$ cat config.mk
export PLATFORM = sky130hd
export DESIGN_NAME = shiftin_rx
export DESIGN_NICKNAME = d
export VERILOG_FILES = /design/src/rtl/shiftin_rx_pkg.sv /design/src/rtl/shiftin_rx_sync_edge.sv /design/src/rtl/shiftin_rx.sv
export SDC_FILE = /design/constraint.sdc
export NUM_CORES = 1
export LEC_CHECK = 0
export CELL_PAD_IN_SITES_DETAIL_PLACEMENT = 1
export CELL_PAD_IN_SITES_GLOBAL_PLACEMENT = 2
export CORE_MARGIN = 2
export CORE_UTILIZATION = 37
export DETAILED_ROUTE_END_ITERATION = 16
export DONT_BUFFER_PORTS = 1
export PLACE_DENSITY_LB_ADDON = 0.1
export SLEW_MARGIN = 5
export SYNTH_ARGS = -nofsm -noshare
export SYNTH_HDL_FRONTEND = slang
export SYNTH_HIERARCHICAL = 1
export SYNTH_SLANG_ARGS = --single-unit
$ cat constraint.sdc
create_clock -name clk_i -period 1.5 [get_ports clk_i]
set_clock_uncertainty 0.1 [all_clocks]
set_input_delay 0.225 -clock clk_i [delete_from_list [all_inputs] [get_ports clk_i]]
set_output_delay 0.225 -clock clk_i [all_outputs]
set_load 0.01 [all_outputs]
$ cat src/rtl/shiftin_rx_pkg.sv
// Shared constants for the shiftin receiver / shiftout transmitter pair.
// Holds frame/synchronizer defaults and the bit-counter width helper.
package shiftin_rx_pkg;

    localparam int DEFAULT_WIDTH       = 16;
    localparam int DEFAULT_SYNC_STAGES = 2;

    // Counter must hold 0..WIDTH+1 so that long frames saturate distinctly from WIDTH.
    function automatic int cnt_width(input int width);
        return $clog2(width + 2);
    endfunction

endpackage

$ cat src/rtl/shiftin_rx_sync_edge.sv
// Multi-flop synchronizer with registered rising-edge detect.
// sync_o is delayed to line up with edge_o, so data sampled with it matches the edge.
module sync_edge
    import shiftin_rx_pkg::*;
#(
    parameter int SYNC_STAGES = DEFAULT_SYNC_STAGES
) (
    input  logic clk_i,
    input  logic reset_i,
    input  logic async_i,
    output logic sync_o,
    output logic edge_o
);

    logic [SYNC_STAGES-1:0] chain;
    logic                   prev;
    logic                   edge_q;

    // NOTE: sequential state uses non-blocking assignments so every flop samples pre-edge values.
    always_ff @(posedge clk_i or posedge reset_i) begin
        if (reset_i) begin
            chain  <= '0;
            prev   <= 1'b0;
            edge_q <= 1'b0;
        end else begin
            chain  <= {chain[SYNC_STAGES-2:0], async_i};
            prev   <= chain[SYNC_STAGES-1];
            edge_q <= chain[SYNC_STAGES-1] & ~prev;
        end
    end

    assign sync_o = prev;
    assign edge_o = edge_q;

endmodule

$ cat src/rtl/shiftin_rx.sv
// Serial-in receiver: MSB-first shift on sclk, parallel latch on lclk.
// Frames whose bit count differs from WIDTH are latched anyway and flagged.
module shiftin_rx
    import shiftin_rx_pkg::*;
#(
    parameter int WIDTH       = DEFAULT_WIDTH,
    parameter int SYNC_STAGES = DEFAULT_SYNC_STAGES
) (
    input  logic             clk_i,
    input  logic             reset_i,
    input  logic             ser_i,
    input  logic             sclk_i,
    input  logic             lclk_i,
    output logic [WIDTH-1:0] data_o,
    output logic             data_rdy_o,
    output logic             frame_err_o
);

    localparam int               CNT_W   = cnt_width(WIDTH);
    localparam logic [CNT_W-1:0] CNT_MAX = CNT_W'(WIDTH + 1);
    localparam logic [CNT_W-1:0] CNT_OK  = CNT_W'(WIDTH);

    logic             ser_sync;
    logic             ser_edge_unused;
    logic             sclk_edge;
    logic             sclk_sync_unused;
    logic             lclk_edge;
    logic             lclk_sync_unused;
    logic [WIDTH-1:0] shift_reg;
    logic [WIDTH-1:0] shift_next;
    logic [CNT_W-1:0] bit_cnt;
    logic [CNT_W-1:0] cnt_next;

    sync_edge #(.SYNC_STAGES(SYNC_STAGES)) u_ser_sync (
        .clk_i   (clk_i),
        .reset_i (reset_i),
        .async_i (ser_i),
        .sync_o  (ser_sync),
        .edge_o  (ser_edge_unused)
    );

    sync_edge #(.SYNC_STAGES(SYNC_STAGES)) u_sclk_sync (
        .clk_i   (clk_i),
        .reset_i (reset_i),
        .async_i (sclk_i),
        .sync_o  (sclk_sync_unused),
        .edge_o  (sclk_edge)
    );

    sync_edge #(.SYNC_STAGES(SYNC_STAGES)) u_lclk_sync (
        .clk_i   (clk_i),
        .reset_i (reset_i),
        .async_i (lclk_i),
        .sync_o  (lclk_sync_unused),
        .edge_o  (lclk_edge)
    );

    // Shift is resolved first so a coincident latch sees the new bit and count.
    always_comb begin
        shift_next = shift_reg;
        cnt_next   = bit_cnt;
        if (sclk_edge) begin
            shift_next = {shift_reg[WIDTH-2:0], ser_sync};
            if (bit_cnt != CNT_MAX) begin
                cnt_next = bit_cnt + 1'b1;
            end
        end
    end

    always_ff @(posedge clk_i or posedge reset_i) begin
        if (reset_i) begin
            shift_reg   <= '0;
            bit_cnt     <= '0;
            data_o      <= '0;
            data_rdy_o  <= 1'b0;
            frame_err_o <= 1'b0;
        end else begin
            shift_reg   <= shift_next;
            bit_cnt     <= cnt_next;
            data_rdy_o  <= 1'b0;
            frame_err_o <= 1'b0;
            if (lclk_edge) begin
                // shift_reg is deliberately kept; the next frame shifts over it.
                data_o      <= shift_next;
                data_rdy_o  <= 1'b1;
                frame_err_o <= (cnt_next != CNT_OK);
                bit_cnt     <= '0;
            end
        end
    end

endmodule

# Word-level counts from Yosys, hierarchy flattened
# Index checks and enable logic that the tools add are counted.
[op_classes]
mux = 6
addsub = 1
n_eq_ne = 2
n_bitwise = 4
[ops]
columns = ["operator", "count"]
rows = [
  ["2-to-1 mux 16 bit", 1],
  ["2-to-1 mux 5 bit", 3],
  ["inequality test 5 bit (second input constant)", 2],
  ["adder 5 x 1 -> 5 bit (second input constant)", 1],
  ["bitwise AND 1 bit", 2],
  ["2-to-1 mux 1 bit", 2],
  ["inverter 1 bit", 2],
]
[totals]
reg_bits = 50
out_inout_bits = 18
wordCells = 26

# Longest topological paths before layout
[depth]
ltp_word = 5
depth_mapped = 6
mapped_depth_nobuf = 6

# Hierarchy
# The synthesis kept the hierarchy.
[modules_own_cells]
columns = ["mod", "instances", "area_per_inst_um2", "cells_each", "seq_area_each_um2"]
rows = [
  ["shiftin_rx", 1, 1599.0, 139, 975.9],
  ["sync_edge", 3, 117.6, 6, 100.1],
]

# Worst setup path after synthesis
# OpenSTA, ideal clock, no wires.
[synth_path]
kind = "flip-flop to flip-flop"
start = "reg bit_cnt[1]"
end = "reg bit_cnt[1]"
setup_ns = 0.070
synth_period_minus_slack_ns = 1.432
t_required_ns = 1.330
t_arrival_ns = 1.262
n_path_buf = 0
path_slack_ns = 0.068
path_stages_with_launch = 7
path_cell_list = "dfrtp_1 > inv_1 > ha_1 > nand2b_4 > o21ai_4 > mux2_4 > nor2_2"
[synth_via]
elab_chain_len = 4
elab_cells_between_ends = 5
classes_between = "1 x add/sub; 1 x eq/ne; 3 x mux"
[synth_rtl]
columns = ["item", "line", "text"]
rows = [
  ["start, declared", "shiftin_rx.sv:31", "logic [CNT_W-1:0] bit_cnt;"],
  ["start signal, assigned", "shiftin_rx.sv:79", "bit_cnt <= cnt_next;"],
  ["adder 5 x 1 -> 5 bit or inequality test 5 bit (tied branches)", "shiftin_rx.sv:65, shiftin_rx.sv:64", ""],
  ["2-to-1 mux 5 bit", "shiftin_rx.sv:64", "if (bit_cnt != CNT_MAX) begin"],
  ["2-to-1 mux 5 bit (*)", "shiftin_rx.sv:62", "if (sclk_edge) begin"],
  ["2-to-1 mux 5 bit (*)", "shiftin_rx.sv:82", "if (lclk_edge) begin"],
]
# Mark *: on every way between the ends. The rest lies on a longest branch, timed or not.
# A chain may end at the register's enable or synchronous reset.

# Worst setup path after layout
# Ends and elaborated chain as after synthesis.

==> flow_metrics.tcl <==
set metrics [dict create \
    post-cts-setup-buffer-count 0 \
    clk_pin_slew_ns 0.09 \
    die_y_um 75.9 \
    die_w_um 75.9 \
    slew_violations 0 \
    cts_tree "yes" \
    ir_drop_uv 538 \
    via_per_inst 4.55 \
    status "finished, final reports clean" \
    synthesis.yosys.warnings 6 \
    place_ws_ns 0.00548 \
    worst_slack_ns 0.0826 \
    rows 26 \
    maxSlewHeadroom 0.670 \
    synth.avg_cell_area_um2 12.3 \
    post_drt_wl_per_cell_um 13.8 \
    cts_root_buffer "clkbuf_8" \
    post-route-period-util 0.945 \
    drc 0 \
    power_switching_w 0.000988 \
    sw_frac_of_total 0.284 \
    syn2layout_area_growth_pct 15.6 \
    end_kind "flop" \
    rsz0062_at_grt "yes" \
    clock_sinks 50 \
    via_count 1093 \
    pwr-share-seq 0.555 \
    core-area_um2 5040 \
    crit_required_ns 1.64 \
    cp.arrival_ns 1.56 \
    antenna_found_initial 0 \
    setup_viol 0 \
    gp_congestion 0.694 \
    cp_max_fo 3 \
    grt_pass1_vias 1233 \
    synthCells 155 \
    period_needed_ns 1.42 \
    drt-total-wl_um 3310 \
    clockBufferDepth 2 \
    port-buffer-count 0 \
    synth_area_um2 1910 \
    initial_utilization 0.379 \
    p_leak_nw 1.01 \
    hp-class "in2async" \
    synth_fp_nets 162 \
    grt_max_degree 40 \
    die_area_um2 5760 \
    grt_pass1_wl_um 5780 \
    drt_iter0_drc 42 \
    cts_buffers 5 \
    placedCellCount 228 \
    ant_nets 0 \
    htreeDepth 2 \
    antennaDiodeCount 0 \
    clock.fmax_mhz 706 \
    clockPowerShare 0.272 \
    p_per_area_nw_per_um2 1570 \
    worst_pin_slew_ns 0.496 \
    stdcell_count 240 \
    dp_hpwl_um 2300 \
    p_int_w 0.00249 \
    clkLatencyLatePin_ns 0.30 \
    dr.pass1.iters 2 \
    grt_overflow_total 0 \
    rr_startpoint "bit_cnt[1]$_DFF_PP0_" \
    boundaryPins 23 \
    drive_above_1_share 0.259 \
    drv_cap 0 \
    combPwrFrac 0.173 \
    fin_nets 176 \
    track_usage 0.126 \
    hold_viol 0 \
    startpoint "bit_cnt[1]$_DFF_PP0_" \
    crit_type "reg2reg" \
    cp-start-kind "flop" \
]
[per-stage QoR]
step	area, um2	setup TNS [ns]	utilization	hold slack, ns	total power (W)
2_1_floorplan	1910	0	-	-0.121	0.00236
5_1_grt	2210	-0.00896	0.438	0.216	0.00371
4_1_cts	2200	0	0.436	0.196	0.00351
3_5_place_dp	2040	0	0.405	-0.107	0.00255
6_report	2210	0	0.438	0.199	0.00347
3_3_place_gp	2040	0	0.405	-0.110	0.00250
[cells in the final DEF, fill, tap and decap left out]
| master | count |
|---|---|
| a211oi_1 | 1 |
| a21oi_1 | 1 |
| a31oi_1 | 1 |
| and2b_1 | 1 |
| buf_12 | 1 |
| buf_4 | 7 |
| bufinv_16 | 1 |
| clkbuf_8 | 5 |
| clkinv_1 | 1 |
| clkinvlp_4 | 2 |
| dfrtp_1 | 50 |
| dlygate4sd3_1 | 4 |
| ha_2 | 1 |
| ha_4 | 1 |
| inv_1 | 4 |
| inv_2 | 1 |
| mux2_2 | 16 |
| mux2_4 | 1 |
| mux2i_1 | 1 |
| nand2_1 | 1 |
| nand2_2 | 1 |
| nand2b_4 | 2 |
| nand4_1 | 3 |
| nor2_1 | 53 |
| nor2_2 | 1 |
| nor2b_4 | 2 |
| o21ai_1 | 1 |
| o21ai_4 | 1 |
| or2_2 | 1 |
| xor2_1 | 4 |
[timing repair]
| item | CTS | global route |
|---|---|---|
| hold buffers | 4 | 0 |
| cloned | 0 | 0 |
| endpoints found under the hold margin | 53 | 0 |
| setup endpoints to repair | 1 | 2 |
| pin swaps | 1 | 0 |
| gates resized for setup | 1 | 4 |
[final cells by class]
cell class / instances / area, um2
clock buffers: 5 / 68.8
clock inverters: 3 / 45.0
repair buffers: 12 / 113
flip-flops and latches: 50 / 1250
multi-input cells: 94 / 623
well taps: 70 / 87.6
inverters: 6 / 22.5
fillers: 532 / 2830
[critical path, cell delays in order, from the launching register on]
cell and delay (ns):
dfrtp_1 0.41, inv_2 0.08, ha_4 0.14, nand2b_4 0.05, o21ai_4 0.18, mux2_4 0.32, nor2_2 0.08
[per-layer routing]
metal	global-route usage	up-vias	wire length (um)
met5	0	-	0
met4	0.0382	0	25
met3	0.0405	2	136
met2	0.213	17	1650
met1	0.154	555	1500
li1	-	519	-
[power groups by stage]
| stage | clock [W] | sequential, W | combinational, W |
|---|---|---|---|
| after detailed placement | 0 | 0.00196 | 0.000589 |
| final | 0.000944 | 0.00193 | 0.000602 |
| after global placement | 0 | 0.00194 | 0.000560 |
| after CTS | 0.000975 | 0.00193 | 0.000602 |
| after floorplan | 0 | 0.00190 | 0.000459 |
| after global routing | 0.00104 | 0.00197 | 0.000692 |
[path summary, 6_finish.rpt]
kind | to | slack (ns) | cells past startpoint
worst max-delay path | bit_cnt[1]$_DFF_PP0_ | 0.08 | 6
worst min-delay path | u_ser_sync/sync_o$_DFF_PP0_ | 0.20 | 2
worst max register to register | bit_cnt[1]$_DFF_PP0_ | 0.08 | 6
worst min register to register | u_ser_sync/sync_o$_DFF_PP0_ | 0.26 | 0
max in group asynchronous | data_o[7]$_DFFE_PP0P_ | 0.50 | 3
min in group clk_i | u_ser_sync/sync_o$_DFF_PP0_ | 0.26 | 0
(Power assumes the default switching activity.)
